<file path="src/rtl/shadow_centroid_pkg.sv">
// Shared types and constants for the shadow centroid / shadow length path.
// Latency: n/a (declarations only).
// Backpressure: n/a.
package shadow_centroid_pkg;

    // Coordinate widths shared with the downstream length stage.
    localparam int X_W   = 11;
    localparam int Y_W   = 10;
    localparam int ACC_W = 32;

    // Centre-of-frame fallback coordinates for unreliable centroids.
    localparam logic [X_W-1:0] X_DEFAULT_C = 11'd512;
    localparam logic [Y_W-1:0] Y_DEFAULT_C = 10'd384;

    typedef enum logic [1:0] {
        ACCUM  = 2'd0,
        DIV_X  = 2'd1,
        DIV_Y  = 2'd2,
        OUTPUT = 2'd3
    } state_t;

    // Saturate a 32-bit quotient into the coordinate range before narrowing.
    function automatic logic [X_W-1:0] clamp_x(input logic [ACC_W-1:0] q);
        if (q > 32'd2047) begin
            return '1;
        end
        return q[X_W-1:0];
    endfunction

    function automatic logic [Y_W-1:0] clamp_y(input logic [ACC_W-1:0] q);
        if (q > 32'd1023) begin
            return '1;
        end
        return q[Y_W-1:0];
    endfunction

endpackage

</file>
<file path="src/rtl/shadow_centroid_div.sv">
// Unsigned restoring divider, one quotient bit per clock, one divide in flight.
// Latency: data_valid_out rises 33 cycles after data_valid_in (WIDTH=32); zero divisor flags error_out next cycle.
// Backpressure: none; a new data_valid_in restarts the divider, the caller must wait for completion.
//
// Ports:
//   clk_in, rst_in            clock, asynchronous active-high reset
//   dividend_in, divisor_in   operands, sampled with data_valid_in
//   data_valid_in             start a divide
//   quotient_out              floor(dividend / divisor), valid with data_valid_out
//   data_valid_out            one-cycle completion pulse
//   error_out                 one-cycle pulse instead of data_valid_out on divide-by-zero
module shadow_centroid_div #(
    parameter int WIDTH = 32
) (
    input  logic             clk_in,
    input  logic             rst_in,
    input  logic [WIDTH-1:0] dividend_in,
    input  logic [WIDTH-1:0] divisor_in,
    input  logic             data_valid_in,
    output logic [WIDTH-1:0] quotient_out,
    output logic             data_valid_out,
    output logic             error_out
);

    localparam int CW = $clog2(WIDTH);

    logic             running;
    logic [CW-1:0]    count;
    logic [WIDTH-1:0] quo;
    logic [WIDTH-1:0] rem;
    logic [WIDTH-1:0] dvs;
    logic [WIDTH:0]   trial;
    logic             fits;
    logic [WIDTH-1:0] rem_nxt;

    // The dividend is shifted out of the top of quo into the partial
    // remainder while quotient bits are shifted in at the bottom. The
    // remainder is always below the divisor, so the trial value fits in
    // WIDTH+1 bits and the WIDTH-bit subtract cannot wrap.
    always_comb begin
        trial   = {rem, quo[WIDTH-1]};
        fits    = (trial >= {1'b0, dvs});
        rem_nxt = fits ? (trial[WIDTH-1:0] - dvs) : trial[WIDTH-1:0];
    end

    always_ff @(posedge clk_in or posedge rst_in) begin
        if (rst_in) begin
            running        <= 1'b0;
            count          <= '0;
            quo            <= '0;
            rem            <= '0;
            dvs            <= '0;
            data_valid_out <= 1'b0;
            error_out      <= 1'b0;
        end else begin
            data_valid_out <= 1'b0;
            error_out      <= 1'b0;
            if (data_valid_in) begin
                if (divisor_in == '0) begin
                    running   <= 1'b0;
                    error_out <= 1'b1;
                end else begin
                    quo     <= dividend_in;
                    rem     <= '0;
                    dvs     <= divisor_in;
                    count   <= '0;
                    running <= 1'b1;
                end
            end else if (running) begin
                rem   <= rem_nxt;
                quo   <= {quo[WIDTH-2:0], fits};
                count <= count + 1'b1;
                if (count == CW'(WIDTH - 1)) begin
                    running        <= 1'b0;
                    data_valid_out <= 1'b1;
                end
            end
        end
    end

    assign quotient_out = quo;

endmodule

</file>
<file path="src/rtl/shadow_centroid.sv">
// Per-frame shadow centroid: sums masked pixel coordinates, divides by count at frame end.
// Latency: tabulate_in to valid_out is 2 cycles for low mass, else 2 divider latencies + 3.
// Backpressure: none; pixels and tabulate_in are dropped while busy_out is high.
//
// Ports:
//   clk_in, rst_in     clock, asynchronous active-high reset
//   x_in, y_in         pixel column / row
//   valid_in           pixel is shadow, accumulate it
//   tabulate_in        frame-end strobe, compute the centroid
//   x_out, y_out       centroid, held until the next result
//   mass_out           shadow pixel count of the frame
//   valid_out          one-cycle pulse when outputs are new
//   busy_out           high while a tabulation is in progress
module shadow_centroid
    import shadow_centroid_pkg::*;
#(
    parameter logic [ACC_W-1:0] MIN_MASS  = 32'd16,
    parameter logic [X_W-1:0]   X_DEFAULT = X_DEFAULT_C,
    parameter logic [Y_W-1:0]   Y_DEFAULT = Y_DEFAULT_C
) (
    input  logic             clk_in,
    input  logic             rst_in,
    input  logic [X_W-1:0]   x_in,
    input  logic [Y_W-1:0]   y_in,
    input  logic             valid_in,
    input  logic             tabulate_in,
    output logic [X_W-1:0]   x_out,
    output logic [Y_W-1:0]   y_out,
    output logic [ACC_W-1:0] mass_out,
    output logic             valid_out,
    output logic             busy_out
);

    state_t state, state_nxt;

    logic [ACC_W-1:0] sum_x, sum_y, mass;
    logic [ACC_W-1:0] lat_sum_x, lat_sum_y, lat_mass;
    logic [ACC_W-1:0] fin_x, fin_y, fin_mass;
    logic             low_mass;
    logic [X_W-1:0]   x_res;
    logic [Y_W-1:0]   y_res;

    logic             div_start;
    logic             div_second;
    logic             div_vld_in;
    logic [ACC_W-1:0] div_dividend;
    logic [ACC_W-1:0] div_q;
    logic             div_vld_out;
    logic             div_err;

    // Frame totals including a pixel that arrives together with tabulate_in.
    always_comb begin
        fin_x    = sum_x + (valid_in ? ACC_W'(x_in) : '0);
        fin_y    = sum_y + (valid_in ? ACC_W'(y_in) : '0);
        fin_mass = mass + (valid_in ? ACC_W'(1) : '0);
        low_mass = (fin_mass < MIN_MASS);
    end

    // x divide starts from a registered strobe the cycle after tabulation;
    // the y divide is chained straight off the x completion so the divider
    // never idles between the two.
    always_comb begin
        div_second   = (state == DIV_X) && div_vld_out && !div_err;
        div_vld_in   = div_start || div_second;
        div_dividend = div_second ? lat_sum_y : lat_sum_x;
    end

    always_comb begin
        state_nxt = state;
        case (state)
            ACCUM: begin
                if (tabulate_in) begin
                    state_nxt = low_mass ? OUTPUT : DIV_X;
                end
            end
            DIV_X: begin
                if (div_err) begin
                    state_nxt = OUTPUT;
                end else if (div_vld_out) begin
                    state_nxt = DIV_Y;
                end
            end
            DIV_Y: begin
                if (div_err || div_vld_out) begin
                    state_nxt = OUTPUT;
                end
            end
            OUTPUT: begin
                state_nxt = ACCUM;
            end
            default: begin
                state_nxt = ACCUM;
            end
        endcase
    end

    always_ff @(posedge clk_in or posedge rst_in) begin
        if (rst_in) begin
            state <= ACCUM;
        end else begin
            state <= state_nxt;
        end
    end

    always_ff @(posedge clk_in or posedge rst_in) begin
        if (rst_in) begin
            sum_x     <= '0;
            sum_y     <= '0;
            mass      <= '0;
            lat_sum_x <= '0;
            lat_sum_y <= '0;
            lat_mass  <= '0;
            x_res     <= '0;
            y_res     <= '0;
            div_start <= 1'b0;
            x_out     <= '0;
            y_out     <= '0;
            mass_out  <= '0;
            valid_out <= 1'b0;
        end else begin
            div_start <= 1'b0;
            valid_out <= 1'b0;
            case (state)
                ACCUM: begin
                    if (tabulate_in) begin
                        lat_sum_x <= fin_x;
                        lat_sum_y <= fin_y;
                        lat_mass  <= fin_mass;
                        sum_x     <= '0;
                        sum_y     <= '0;
                        mass      <= '0;
                        if (low_mass) begin
                            x_res <= X_DEFAULT;
                            y_res <= Y_DEFAULT;
                        end else begin
                            div_start <= 1'b1;
                        end
                    end else begin
                        sum_x <= fin_x;
                        sum_y <= fin_y;
                        mass  <= fin_mass;
                    end
                end
                DIV_X: begin
                    if (div_err) begin
                        x_res <= X_DEFAULT;
                        y_res <= Y_DEFAULT;
                    end else if (div_vld_out) begin
                        x_res <= clamp_x(div_q);
                    end
                end
                DIV_Y: begin
                    if (div_err) begin
                        x_res <= X_DEFAULT;
                        y_res <= Y_DEFAULT;
                    end else if (div_vld_out) begin
                        y_res <= clamp_y(div_q);
                    end
                end
                OUTPUT: begin
                    x_out     <= x_res;
                    y_out     <= y_res;
                    mass_out  <= lat_mass;
                    valid_out <= 1'b1;
                end
                default: begin
                end
            endcase
        end
    end

    assign busy_out = (state != ACCUM);

    shadow_centroid_div #(
        .WIDTH (ACC_W)
    ) u_div (
        .clk_in         (clk_in),
        .rst_in         (rst_in),
        .dividend_in    (div_dividend),
        .divisor_in     (lat_mass),
        .data_valid_in  (div_vld_in),
        .quotient_out   (div_q),
        .data_valid_out (div_vld_out),
        .error_out      (div_err)
    );

endmodule

</file>
<file path="config.mk">
export PLATFORM = sky130hd
export DESIGN_NAME = shadow_centroid
export DESIGN_NICKNAME = d
export VERILOG_FILES = /design/src/rtl/shadow_centroid_pkg.sv /design/src/rtl/shadow_centroid_div.sv /design/src/rtl/shadow_centroid.sv
export SDC_FILE = /design/constraint.sdc
export NUM_CORES = 1
export LEC_CHECK = 0
export ABC_AREA = 1
export BUFFER_PORTS_ARGS = -buffer_cell sky130_fd_sc_hd__buf_2
export CORE_ASPECT_RATIO = 0.5
export CORE_MARGIN = 2
export CORE_UTILIZATION = 30
export CTS_CLUSTER_DIAMETER = 100
export DETAILED_ROUTE_END_ITERATION = 8
export MAX_ROUTING_LAYER = met4
export PLACE_DENSITY_LB_ADDON = 0.12
export SYNTH_ARGS = -nofsm -noshare
export SYNTH_HDL_FRONTEND = slang
export SYNTH_HIERARCHICAL = 1
export SYNTH_SLANG_ARGS = --single-unit
</file>
<file path="constraint.sdc">
create_clock -name clk_in -period 9.3 [get_ports clk_in]
set_clock_uncertainty 0.1 [all_clocks]
set_input_delay 0.465 -clock clk_in [delete_from_list [all_inputs] [get_ports clk_in]]
set_output_delay 0.465 -clock clk_in [all_outputs]
set_load 0.005 [all_outputs]
</file>
==> summary.txt <==
Layout
  – Post-synthesis to final-layout area growth: 12.5%
  – Finished layout cell area: 24,400 um2
  – Diode count: 0
  – Commonest cells after routing, fill and taps aside: 866 x sky130_fd_sc_hd__nand2_1, 444 x sky130_fd_sc_hd__inv_1, 374 x sky130_fd_sc_hd__dfrtp_1, 266 x sky130_fd_sc_hd__nand3_1, 249 x sky130_fd_sc_hd__o21ai_0
  – Post-layout utilization of the core: 34.2%
  – Final layout net count: 3,080
  – Most frequent standard cell in the layout excluding fill and tap cells: sky130_fd_sc_hd__nand2_1
  – Share of post-route cells with drive strength above 1: 8.98%

Routing
  – Number of vias in the routed layout: 18,700
  – Number of iterations in the first detailed-routing pass: 5
  – Detailed router's first-iteration violation count: about 1,200
  – Wirelength, routed: 65,800 um
  – Post-DR vias/cell: 4.71
  – DRC violations left: 0
  – Routed len/inst: 16.6 um
  – Antenna Violating Nets Remaining: 0

Power
  – Ratio of total power to cell area: about 140 nW/um2
  – Worst IR Drop VDD: 0.102 mV
  – Share of power burned in combinational logic: 4.1%
  – Clock network fraction of design power: 49.0%
  – Switching power summed over all nets: 0.000820 W
  – Switching power share of the total: 23.7%
  – Leak pwr: about 13 nW
  – Share of power burned in registers: a little under half
  – Int Pwr: around 0.0026 W

Global route
  – Maximum number of pins on one net before global-route repair: 144
  – Total global-route track usage: 18.5%
  – Initial antenna violation count: 0
  – Leftover overflow at the end of global routing: 0
  – Global-route wire length before repair: 106,000 um
  – Vias in the first global route: 18,800

Yosys
  – Most area-hungry cell type in the Yosys netlist: sky130_fd_sc_hd__dfrtp_1
  – Share of synthesized area occupied by flip-flops and latches: around 43%
  – Count of synthesis-stage warnings from yosys: 6
  – Share of synthesized cell area in full adder, half adder and majority cells: 3.85%
  – Syn Nets: approximately 3,000
  – Synthesized area: between 20,000 and 25,000 um2
  – Predominant post-synthesis flop cell: sky130_fd_sc_hd__dfrtp_1
  – Compound-Gate Fraction of Synth Area: 9.72%
  – Post-synthesis average cell area: 7.35 um2
  – Number of enable-type register cells in the synthesized netlist: 0
  – Fraction of the mapped netlist area in simple logic gates: 28.3%
  – Mux share of post-synthesis cell area: between 3 and 4%
  – Largest cells by area after synthesis: sky130_fd_sc_hd__dfrtp_1 43%, sky130_fd_sc_hd__nand2_1 15%, sky130_fd_sc_hd__inv_1 7.7%
  – Area share of the leading cell type in the synthesized netlist: 43.2%
  – Unique masters post-synth: 42
  – Number of register bits inferred by synthesis: approximately 370
  – Combinational family with the most area after synthesis: simple AND/OR/NAND/NOR gates
  – Async set or reset register ratio after synthesis: 100%
  – Fraction of synthesized cell area in xor and xnor cells: under 10%
  – Cells after Synth: 2,949

CTS
  – Clock-pin transition on the worst setup and hold timing paths: 0.06 ns
  – Clock latency reported for the late side of the worst-skew pair: 0.57 ns
  – Num Clock Sinks: 374
  – Longest Clk Path Bufs: 3
  – TritonCTS clock tree: built
  – Number of gates resized after CTS: 0
  – CTS Buf Count: between 40 and 50
  – CTS Root Cell: sky130_fd_sc_hd__clkbuf_16
  – H-tree depth reported by CTS: 2

Timing
  – Final hold violation count: 0
  – Final Critical Period: around 3.9 ns
  – Hold Slack: between 0.09 and 0.1 ns
  – Highest clock rate: 0.258 GHz
  – Setup-failing EPs final: 0
  – Final worst slack: ~5.4 ns
  – Final Cycle Share: a little over two fifths
  – Number of pins exceeding their max-slew limit in the final report: 0
  – Transition time at the pin with the least slew margin: 1.08 ns
  – Setup repair after global routing missed its margin: false
  – Max_slew headroom: 27.8%
  – Aggregate negative setup slack: 0 ns

Worst setup path
  – CP Class: flop to flop
  – Startpoint kind of the worst setup timing path: flop
  – Arrival time at the worst endpoint: between 4 and 5 ns
  – Crit path max-delay cell type: sky130_fd_sc_hd__nand2_2
  – Maximum fanout count along the critical path: 65
  – Highest cell delay on the worst timing path: between 0.5 and 0.6 ns
  – Count of buffer and inverter cells on the critical path: 8
  – Most numerous cell on the critical path: sky130_fd_sc_hd__inv_1
  – Required @ worst endpoint: 9.66 ns
  – Worst path cell trace: inv_1 > ha_1 > inv_1 > nor2_1 > nand2_2 > buf_4 > nand2_2 > buf_4 > inv_1 > nand2_2 > clkinv_1 > buf_4 > nand2_1 > inv_1 > nand2_1 > nand2_1
  – Critical path's top delay family: buffers and inverters
  – Type of element capturing the critical path: flop

Status
  – Outcome: completed

Place
  – Port Buffer Count: 79
  – DP Worst Slack: roughly 5.4 ns
  – Cell area after placement: between 20,000 and 25,000 um2
  – Global placement routability congestion: between 0.8 and 0.9
  – Half-perimeter wire length of the detailed placement result: between 40,000 and 50,000 um

Min path
  – Hold crit path type: input port to flop

Floorplan
  – Area of the core: 71,200 um2
  – DIE AREA: ~75,000 um2
  – Total number of placement rows: 69
  – Top Ports: 80
  – Die Span X: 384 um
  – Die height: 194 um
  – Effective utilization at floorplan: 30.4%

Flow run
  – Max Cap Violations: 0
[kinds of logic after synthesis]
family                     after synthesis
DFF                                    374
adders and majority gates               65
xor gates and xnor gates                47
muxes                                   62
AOI/OAI and AO/OA                      402
and+or+nand+nor                       1449
buffers and inverters                  550
[repair_timing]
action	CTS	global route
endpoints found under the hold margin	33	0
hold buffers	1	0
setup endpoints to repair	0	0
setup buffers	0	0
[worst register-to-register path: stages, from the launching register on]
cell	delay, ns
sky130_fd_sc_hd__dfrtp_1	0.42
sky130_fd_sc_hd__inv_1	0.12
sky130_fd_sc_hd__ha_1	0.18
sky130_fd_sc_hd__inv_1	0.05
sky130_fd_sc_hd__nor2_1	0.18
sky130_fd_sc_hd__nand2_2	0.06
sky130_fd_sc_hd__buf_4	0.29
sky130_fd_sc_hd__nand2_2	0.11
sky130_fd_sc_hd__buf_4	0.48
sky130_fd_sc_hd__inv_1	0.22
sky130_fd_sc_hd__nand2_2	0.55
sky130_fd_sc_hd__clkinv_1	0.38
sky130_fd_sc_hd__buf_4	0.36
sky130_fd_sc_hd__nand2_1	0.12
sky130_fd_sc_hd__inv_1	0.04
sky130_fd_sc_hd__nand2_1	0.05
sky130_fd_sc_hd__nand2_1	0.05
[layer usage]
| metal | wire [um] | share of wire, % | global-route usage, % |
|---|---|---|---|
| met1 | 32700 | 50 | 25.3 |
| met2 | 29400 | 45 | 28.8 |
| met3 | 2110 | 3.2 | 2.27 |
| met4 | 1610 | 2.4 | 5.00 |
| met5 | 0 | 0 | - |
[area by class of cell]
class	count	area [um2]
Clock buffer	54	1190
Clock inverter	17	180
Fill cell	7694	46800
Multi-Input combinational cell	2025	10200
Inverter	452	1710
Sequential cell	374	9360
Tap cell	958	1200
Timing Repair Buffer	95	531
[cells in the mapped netlist, drive strengths merged (2+ instances only)]
| master | count |
|---|---|
| and2 | 8 |
| nand3 | 268 |
| o21bai | 5 |
| a21oi | 65 |
| o21ai | 292 |
| nand2 | 881 |
| nor2 | 192 |
| nand4 | 32 |
| ha | 62 |
| nor4 | 14 |
| clkinv | 2 |
| buf | 26 |
| xnor2 | 26 |
| clkbuf | 72 |
| o22ai | 30 |
| nor3 | 24 |
| dfrtp | 374 |
| a22o | 2 |
| or2 | 10 |
| nand3b | 18 |
| fa | 3 |
| a21o | 4 |
| xor2 | 21 |
| mux2 | 62 |
| inv | 450 |
[metrics by stage]
step	power, W	cells
2_1_floorplan	0.00175	2949
4_1_cts	0.00353	3975
3_3_place_gp	0.00180	3903
6_report	0.00347	3975
3_5_place_dp	0.00180	3903
5_1_grt	0.00361	3975
[final timing paths]
kind	from	end	cells past startpoint	slack, ns
max	state[1]	u_div/rem[25]	16	5.43
min	tabulate_in	div_start	3	0.09
max reg2reg	state[1]	u_div/rem[25]	16	5.43
min reg2reg	y_res[0]	y_res[0]	2	0.36
max in group asynchronous	rst_in	sum_x[22]	4	7.07
min in group asynchronous	rst_in	u_div/data_valid_out	3	0.43
[power groups by stage]
stage	sequential [W]	clock, W	combinational [W]
after detailed placement	0.00166	0	0.000146
after global routing	0.00163	0.00182	0.000165
final	0.00163	0.00170	0.000142
after CTS	0.00163	0.00176	0.000147
after floorplan	0.00166	0	0.0000955
after global placement	0.00166	0	0.000147
(Power assumes the default switching activity.)
